--- src/rtl/rv32i_defs.sv ---
// ============================================================================
// Module      : rv32i_defs (package)
// Description : RV32I datapath widths and the fetch buffer entry type.
// Revision    : 1.0 - initial release
// ============================================================================
`default_nettype none

package rv32i_defs;

    localparam int XLEN        = 32;
    localparam int INSTR_WIDTH = 32;

    typedef struct packed {
        logic [XLEN-1:0]        pc;
        logic [INSTR_WIDTH-1:0] instr;
    } fetch_entry_t;

    // Sequential fetch address; wraps naturally at 2^32.
    function automatic logic [XLEN-1:0] next_fetch_pc(input logic [XLEN-1:0] pc);
        return pc + 32'd4;
    endfunction

endpackage

`default_nettype wire

--- src/rtl/instr_memory_if.sv ---
// ============================================================================
// Module      : instr_memory_if (interface)
// Description : Combinational instruction memory read port.
// Revision    : 1.0 - initial release
// ============================================================================
`default_nettype none

interface instr_memory_if;
    logic [31:0] addr;
    logic [31:0] instr;

    modport cpu (output addr, input  instr);
    modport mem (input  addr, output instr);
endinterface

`default_nettype wire

--- src/rtl/fetch_fifo.sv ---
// ============================================================================
// Module      : fetch_fifo
// Description : Prefetch buffer with wrap-bit pointers and synchronous flush.
// Revision    : 1.0 - initial release
// ============================================================================
`default_nettype none

module fetch_fifo
    import rv32i_defs::*;
#(
    parameter int DEPTH = 2
) (
    input  logic         clk,
    input  logic         rstn,
    input  logic         flush_i,
    input  logic         push_i,
    input  logic         pop_i,
    input  fetch_entry_t wdata_i,
    output fetch_entry_t rdata_o,
    output logic         full_o,
    output logic         empty_o
);

    localparam int AW = $clog2(DEPTH);
    localparam int PW = AW + 1;

    logic [PW-1:0] wptr_q, wptr_d;
    logic [PW-1:0] rptr_q, rptr_d;
    fetch_entry_t  mem_q [DEPTH];

    logic do_push;
    logic do_pop;

    // The extra MSB distinguishes full from empty when the index bits match.
    assign empty_o = (wptr_q == rptr_q);
    assign full_o  = (wptr_q[AW] != rptr_q[AW]) &&
                     (wptr_q[AW-1:0] == rptr_q[AW-1:0]);

    assign do_pop  = pop_i && !empty_o;
    assign do_push = push_i && (!full_o || do_pop) && !flush_i;

    always_comb begin
        wptr_d = wptr_q;
        rptr_d = rptr_q;
        if (flush_i) begin
            wptr_d = '0;
            rptr_d = '0;
        end else begin
            if (do_push) wptr_d = wptr_q + PW'(1);
            if (do_pop)  rptr_d = rptr_q + PW'(1);
        end
    end

    always_ff @(posedge clk or negedge rstn) begin
        if (!rstn) begin
            wptr_q <= '0;
            rptr_q <= '0;
        end else begin
            wptr_q <= wptr_d;
            rptr_q <= rptr_d;
        end
    end

    always_ff @(posedge clk) begin
        if (do_push) mem_q[wptr_q[AW-1:0]] <= wdata_i;
    end

    assign rdata_o = mem_q[rptr_q[AW-1:0]];

endmodule

`default_nettype wire

--- src/rtl/instr_fetch_unit.sv ---
// ============================================================================
// Module      : instr_fetch_unit
// Description : Sequential instruction prefetcher with redirect/flush support.
//               Define FETCH_MISALIGN_CHECK_EN to trap misaligned redirects.
// Revision    : 1.0 - initial release
// ============================================================================
`default_nettype none

module instr_fetch_unit
    import rv32i_defs::*;
#(
    parameter logic [31:0] RESET_PC  = 32'h0000_0000,
    parameter int          BUF_DEPTH = 2
) (
    input  logic                   clk,
    input  logic                   rstn,
    instr_memory_if.cpu            instr_mem_if,
    input  logic                   redirect_valid,
    input  logic [XLEN-1:0]        redirect_pc,
    output logic                   out_valid,
    input  logic                   out_ready,
    output logic [INSTR_WIDTH-1:0] out_instr,
    output logic [XLEN-1:0]        out_pc,
    output logic                   misalign_err
);

    localparam logic [XLEN-1:0] C_ALIGN_MASK = 32'hFFFF_FFFC;

    logic [XLEN-1:0] fetch_pc_q, fetch_pc_d;
    logic [XLEN-1:0] target_pc;
    logic            halted;
    logic            push;
    logic            pop;
    logic            fifo_full;
    logic            fifo_empty;
    fetch_entry_t    push_entry;
    fetch_entry_t    head_entry;

`ifdef FETCH_MISALIGN_CHECK_EN
    logic halt_q, halt_d;

    // A misaligned target is kept as-is; fetching stops until reset.
    assign target_pc = redirect_pc;
    assign halt_d    = halt_q | (redirect_valid & (|(redirect_pc & ~C_ALIGN_MASK)));

    always_ff @(posedge clk or negedge rstn) begin
        if (!rstn) halt_q <= 1'b0;
        else       halt_q <= halt_d;
    end

    assign halted       = halt_q;
    assign misalign_err = halt_q;
`else
    assign target_pc    = redirect_pc & C_ALIGN_MASK;
    assign halted       = 1'b0;
    assign misalign_err = 1'b0;
`endif

    assign instr_mem_if.addr = fetch_pc_q;

    assign pop  = out_valid && out_ready;
    assign push = (!fifo_full || pop) && !redirect_valid && !halted;

    assign push_entry.pc    = fetch_pc_q;
    assign push_entry.instr = instr_mem_if.instr;

    always_comb begin
        fetch_pc_d = fetch_pc_q;
        if (redirect_valid)
            fetch_pc_d = target_pc;
        else if (push)
            fetch_pc_d = next_fetch_pc(fetch_pc_q);
    end

    always_ff @(posedge clk or negedge rstn) begin
        if (!rstn) fetch_pc_q <= RESET_PC;
        else       fetch_pc_q <= fetch_pc_d;
    end

    fetch_fifo #(
        .DEPTH   (BUF_DEPTH)
    ) u_fetch_fifo (
        .clk     (clk),
        .rstn    (rstn),
        .flush_i (redirect_valid),
        .push_i  (push),
        .pop_i   (pop),
        .wdata_i (push_entry),
        .rdata_o (head_entry),
        .full_o  (fifo_full),
        .empty_o (fifo_empty)
    );

    // Outputs read zero while empty so reset leaves them cleared.
    assign out_valid = !fifo_empty;
    assign out_pc    = out_valid ? head_entry.pc    : '0;
    assign out_instr = out_valid ? head_entry.instr : '0;

endmodule

`default_nettype wire

--- src/flat_wrapper.sv ---
// flat-port wrapper written by rule: the top's interface ports become plain ports
module instr_fetch_unit_flat import rv32i_defs::*;
#(
    parameter logic [31:0] RESET_PC  = 32'h0000_0000,
    parameter int          BUF_DEPTH = 2
)
  (clk, rstn, redirect_valid, redirect_pc, out_valid, out_ready, out_instr, out_pc, misalign_err, instr_mem_if_addr, instr_mem_if_instr);
  instr_memory_if instr_mem_if_i ();
  input  logic clk;
  input  logic rstn;
  input  logic redirect_valid;
  input  logic [XLEN-1:0] redirect_pc;
  output logic out_valid;
  input  logic out_ready;
  output logic [INSTR_WIDTH-1:0] out_instr;
  output logic [XLEN-1:0] out_pc;
  output logic misalign_err;
  output wire logic [$bits(instr_mem_if_i.addr)-1:0] instr_mem_if_addr;
  input wire logic [$bits(instr_mem_if_i.instr)-1:0] instr_mem_if_instr;
  assign instr_mem_if_addr = instr_mem_if_i.addr;
  assign instr_mem_if_i.instr = instr_mem_if_instr;
  instr_fetch_unit #(.RESET_PC(RESET_PC), .BUF_DEPTH(BUF_DEPTH)) u_core (.clk(clk), .rstn(rstn), .instr_mem_if(instr_mem_if_i), .redirect_valid(redirect_valid), .redirect_pc(redirect_pc), .out_valid(out_valid), .out_ready(out_ready), .out_instr(out_instr), .out_pc(out_pc), .misalign_err(misalign_err));
endmodule
--- config.mk ---
export PLATFORM = sky130hd
export DESIGN_NAME = instr_fetch_unit_flat
export DESIGN_NICKNAME = d
export VERILOG_FILES = /design/src/rtl/rv32i_defs.sv /design/src/rtl/instr_memory_if.sv /design/src/rtl/fetch_fifo.sv /design/src/rtl/instr_fetch_unit.sv /design/src/flat_wrapper.sv
export SDC_FILE = /design/constraint.sdc
export NUM_CORES = 1
export LEC_CHECK = 0
export BUFFER_PORTS_ARGS = -buffer_cell sky130_fd_sc_hd__buf_2
export CAP_MARGIN = 0
export CORE_ASPECT_RATIO = 0.9
export CORE_MARGIN = 2
export CORE_UTILIZATION = 54
export DETAILED_ROUTE_END_ITERATION = 8
export GPL_TIMING_DRIVEN = 0
export PLACE_DENSITY = 0.87
export SYNTH_ARGS = -nofsm -noshare
export SYNTH_HDL_FRONTEND = slang
export SYNTH_HIERARCHICAL = 1
export SYNTH_SLANG_ARGS = --single-unit
--- constraint.sdc ---
create_clock -name clk -period 8.2 [get_ports clk]
set_input_delay 0.41 -clock clk [delete_from_list [all_inputs] [get_ports clk]]
set_output_delay 0.41 -clock clk [all_outputs]
set_load 0.01 [all_outputs]
# Word level (Yosys, flattened, before mapping)
# Memory sizes are Yosys's and may differ from the RTL's.
# Cells that the tools add are included.
# totals
output_inout_bits	98
reg_bits	36
wordCells	34
mem_count	1
ram_bits	128
input_bits	68
# op_classes
eq_ne	3
n_addsub	3
muxes	10
reduce_logical	14
# memory_table
memory	depth	word_bits	read_ports	rd_clocked_by_memory_dff	wr	line_no	source
u_core.u_fetch_fifo.mem_q	2	64	1	0	1	fetch_fifo.sv:29	fetch_entry_t mem_q [DEPTH];
# ops
cell	n
$mux W32	4
$add A32 B3 Y32 const B	1
$mux W2	4
$logic_and A1 B1 Y1	6
$reduce_bool A2 Y1	3
$add A2 B1 Y2 const B	2
$logic_not A1 Y1	3
$eq A2 B2 Y1	1
$logic_or A1 B1 Y1	2
$mux W1	2
$eq A1 B1 Y1	1
$ne A1 B1 Y1	1

# Logic depth before layout (Yosys ltp)
# depth
depth_word	9
mapped_depth	10
mapped_depth_nobuf	8

# Hierarchy
# The synthesis kept the hierarchy.
# by_module_without_submodules
module	n_inst	area_per_inst_um2	seq_area_each_um2	cells_each
fetch_fifo	1	4919.7	3943.8	235
instr_fetch_unit	1	2357.3	750.7	305

# Worst setup path after synthesis
# Ideal clock, no wire load.
# synth_path
kind	reg2reg
start	reg u_core.u_fetch_fifo.rptr_q[0]
end	mem u_core/u_fetch_fifo/mem_q[1][0] (netlist bit), enable pin
arrival_time_ps	6486
slack_ps	1132
required_ps	7618
setup_time_ps	582
n_path_buf	3
stages_incl_launch_ff	10
period_less_slack_ps	7068
cell_sequence	dfrtp_1 -> buf_2 -> buf_2 -> xor2_1 -> nor2_1 -> nand2b_1 -> buf_2 -> a21oi_1 -> nand2_1 -> a211oi_1
# synth_between
elab_chain_len	9
word_cells_on_any_way	14
classes_between	eq/ne (2); mux (2); reduce/logical (10)
# synth_lines
element	line_no	source
start: declaration	fetch_fifo.sv:28	logic [PW-1:0] rptr_q, rptr_d;
start signal: assignment	fetch_fifo.sv:60	rptr_q <= rptr_d;
$eq A2 B2 Y1	fetch_fifo.sv:35	assign empty_o = (wptr_q == rptr_q);
via u_core.fifo_empty	instr_fetch_unit.sv:35	logic fifo_empty;
$logic_not A1 Y1	instr_fetch_unit.sv:95	assign out_valid = !fifo_empty;
$logic_and A1 B1 Y1	instr_fetch_unit.sv:61	assign pop = out_valid && out_ready;
$logic_or A1 B1 Y1	instr_fetch_unit.sv:62	assign push = (!fifo_full || pop) && !redirect_valid && !halted;
$logic_and A1 B1 Y1	instr_fetch_unit.sv:62	
via u_core.push	instr_fetch_unit.sv:32	logic push;
$logic_and A1 B1 Y1 (2 in series)	fetch_fifo.sv:40	assign do_push = push_i && (!full_o || do_pop) && !flush_i;
$mux W1	fetch_fifo.sv:65	if (do_push) mem_q[wptr_q[AW-1:0]] <= wdata_i;
$mux W1 (not written as such)	fetch_fifo.sv:65	
end: declaration	fetch_fifo.sv:29	
# The timed path passes the listed nets, and every way through them passes these cells.

# Final worst setup path
# layout_path
start	reg u_core.u_fetch_fifo.rptr_q[0]
end	mem u_core/u_fetch_fifo/mem_q[1][45] (netlist bit), enable pin
# Same word-level chain as after synthesis.

==> impl_metrics.ini <==
[run_status]
outcome = complete, no violations

[drt]
antenna_left = 0
vias = 5284
routedWlPerCell_um = 18.7
drc = 0
first_pass_iters = 5
drtIter0Drc = 578
drt_wl_total_um = 17000
vias_per_cell = 5.81

[place]
placed_area_um2 = 8420
place_hpwl_um = 11500
dp.cells = 878
place_ws_ns = 4.43
gp_congestion = 0.892
io_buffers = 160

[power_and_ir_drop]
irDropWorstVdd_uv = 224
finalPower_mw = 2.47
power_density_nw_per_um2 = 275
p_leak_nw = 3.48

[hold_path]
hp-class = input port to async pin

[finish]
multi_input_area_um2 = 2430
drive_above_1_share_pct = 28.4
final_area_um2 = 9000
diodes = 0
layout.nets = 798
final_cells = 910
post-route-util_pct = 67.8
ff_latch_area_um2 = 4690
fill_cells = 970
area_growth_syn_to_layout_pct = 23.6

[floorplan]
die_x_um = 126
die_area_um2 = 14400
ios = 166
start_util_pct = 54.9
row_count = 40
die_y_um = 114
core_area_um2 = 13300

[global_route]
grt_max_degree = 65
antenna_found_initial = 0
overflow = 0
grtUsageTotal_pct = 24.2
grt_pass1_vias = 5314
grt_pass1_wl_um = 27100

[job]
cap_viol_max_count = 0

[sta]
hold-worst-slack_ns = 0.0834
grt_setup_unrepaired = no
timing.final.ws_setup_ns = 4.41
fin_skew_ns = 0.00478
fmax_ghz = 0.264
fin_setup_tns_ns = 0
slew_headroom_pct = 16.6
worst_slew_pin_slew_ns = 1.24
finalHoldViolCount = 0
drv_slew = 0
period_share_pct = 46.3
fin_crit_ns = 3.79
setup_viol = 0

[yosys]
synthArstFlopShare_pct = 21.0
yosysTopAreaCellShare_pct = 52.8
synthCells = 540
synth.avg_cell_area_um2 = 13.5
ys_seq_elements = 162
yosysSeqAreaShare_pct = 64.5
yosys-top-cells-area = edfxtp_1 53%, dfrtp_1 12%, mux2_1 9.9%, nor2b_1 5.8%, a31oi_1 1.4%
synth_enable_flop_cells = 128
syn-cell-area_um2 = 7280
yosysTopAreaCell = edfxtp_1
synth_cell_type_count = 54
yosys_warnings = 6
synthFlopType = edfxtp_1

[worst_setup_path]
reg2reg_to = u_core/u_fetch_fifo/mem_q[1][45]
worstSetupPathType = flip-flop to flip-flop
path_common_cell = buf_2
cp.arrival_ns = 3.92
max_stage_delay_ns = 0.76
reg2reg_depth = 11
worst_setup_path_end_kind = flip-flop
cp.required_ns = 8.33
critPathLaunchType = flip-flop
cp_slowest_cell = a211oi_4
critPathMaxFanout = 13
crit_chain = buf_2 -> buf_2 -> xor2_1 -> nor2_1 -> nand2b_1 -> buf_2 -> a21oi_1 -> nand2_1 -> a211oi_4 -> buf_8 -> buf_8
r2r_start = u_core/u_fetch_fifo/rptr_q[0]
regToRegSetupSlack_ns = 4.41

[clock_network]
cts_buffers = 17
cts-resized-gates = 0
clk_pin_slew_worst_paths_ns = 0.06
cts_hold_buf = 0
clkLatencyLatePin_ns = 0.42
root_buffer = clkbuf_16
cts_tree = done
clock-sinks = 162
cts_buffer_depth = 2
h-tree-depth = 4
cts_setup_buffers = 0
==> worst max path at each step <==
stage               slack [ns]                          endpoint                     startpoint
finish                    4.41  u_core/u_fetch_fifo/mem_q[1][45]  u_core/u_fetch_fifo/rptr_q[0]
floorplan                 1.13   u_core/u_fetch_fifo/mem_q[1][0]  u_core/u_fetch_fifo/rptr_q[0]
global route              4.07  u_core/u_fetch_fifo/mem_q[1][47]  u_core/u_fetch_fifo/rptr_q[0]
detailed placement        4.43  u_core/u_fetch_fifo/mem_q[1][47]  u_core/u_fetch_fifo/rptr_q[0]
CTS                       4.38  u_core/u_fetch_fifo/mem_q[1][45]  u_core/u_fetch_fifo/rptr_q[0]
global placement         -1.62  u_core/u_fetch_fifo/mem_q[1][10]  u_core/u_fetch_fifo/rptr_q[0]
==> cell families after synthesis <==
logic type | after synthesis | synth area share, %
other cells | 1 | 0.0515
xor+xnor | 10 | 1.31
compound gates | 73 | 6.77
buf+inv | 44 | 2.75
simple gates | 184 | 14.4
mux | 65 | 10.0
flops | 162 | 64.5
fa+ha+maj | 1 | 0.172
==> layout make-up <==
class,count,area share [%]
sequential,162,52.2
clock inverter,11,1.53
inverter,11,0.459
clock buffer,21,4.90
buffer,33,1.77
multi-input combinational,340,27.0
timing repair buffer,164,9.85
tap,168,2.34
==> flip-flops by register name (all words and copies together), names as in the netlist <==
signal                      cells
u_core/u_fetch_fifo/rptr_q      2
u_core/u_fetch_fifo/mem_q     128
u_core/instr_mem_if.addr       30
u_core/u_fetch_fifo/wptr_q      2
==> worst max-delay path, delay by kind of cell (launching register included) <==
kind,cells,cell delay [ns]
compound gates,2,1.21
xor+xnor,1,0.23
buf+inv,5,1.21
flops,1,0.36
simple gates,3,0.49
==> cells in the mapped netlist, drive strengths merged (3+ instances only) <==
| master | instances |
|---|---|
| nand2b | 4 |
| a31oi | 16 |
| edfxtp | 128 |
| o31ai | 12 |
| nand4 | 12 |
| or4 | 10 |
| mux2 | 64 |
| o211ai | 3 |
| and3 | 4 |
| nor2 | 24 |
| inv | 10 |
| nand3 | 20 |
| xor2 | 4 |
| buf | 15 |
| or3 | 4 |
| a211oi | 3 |
| dfrtp | 34 |
| a21oi | 6 |
| o311ai | 4 |
| o21ai | 15 |
| xnor2 | 6 |
| nor2b | 67 |
| nand2 | 22 |
| nor3 | 6 |
| clkbuf | 18 |
| a22oi | 3 |
==> power by group <==
part	internal, mW	total, mW	switching (mW)
sequential	0.991	1.04	0.0507
combinational	0.258	0.651	0.394
clock	0.475	0.780	0.305
total	1.72	2.47	0.749
==> layout by cell type, fill, tap and decap left out, types with 6 or more instances in the layout <==
cell type  count
clkbuf_16     17
nand3_1       19
nand4_1       12
conb_1         7
nand2_1       22
nor2_1        24
or4_1          9
o31ai_1       12
clkbuf_1      22
a21oi_1        6
dfrtp_1       34
buf_2        170
nor3_1         6
o21ai_0       15
a31oi_1       16
mux2_1        64
nor2b_1       67
edfxtp_1     128
inv_1         10
==> metal layers <==
metal | share of wire [%] | wire, um | global-route usage [%] | up-vias
li1 | - | - | - | 2401
met1 | 42 | 7140 | 31.5 | 2549
met2 | 47 | 8030 | 38.2 | 297
met3 | 8.5 | 1450 | 7.90 | 37
met4 | 2.1 | 348 | 9.08 | 0
met5 | 0 | 0 | 0 | -
(Power assumes the default switching activity.)
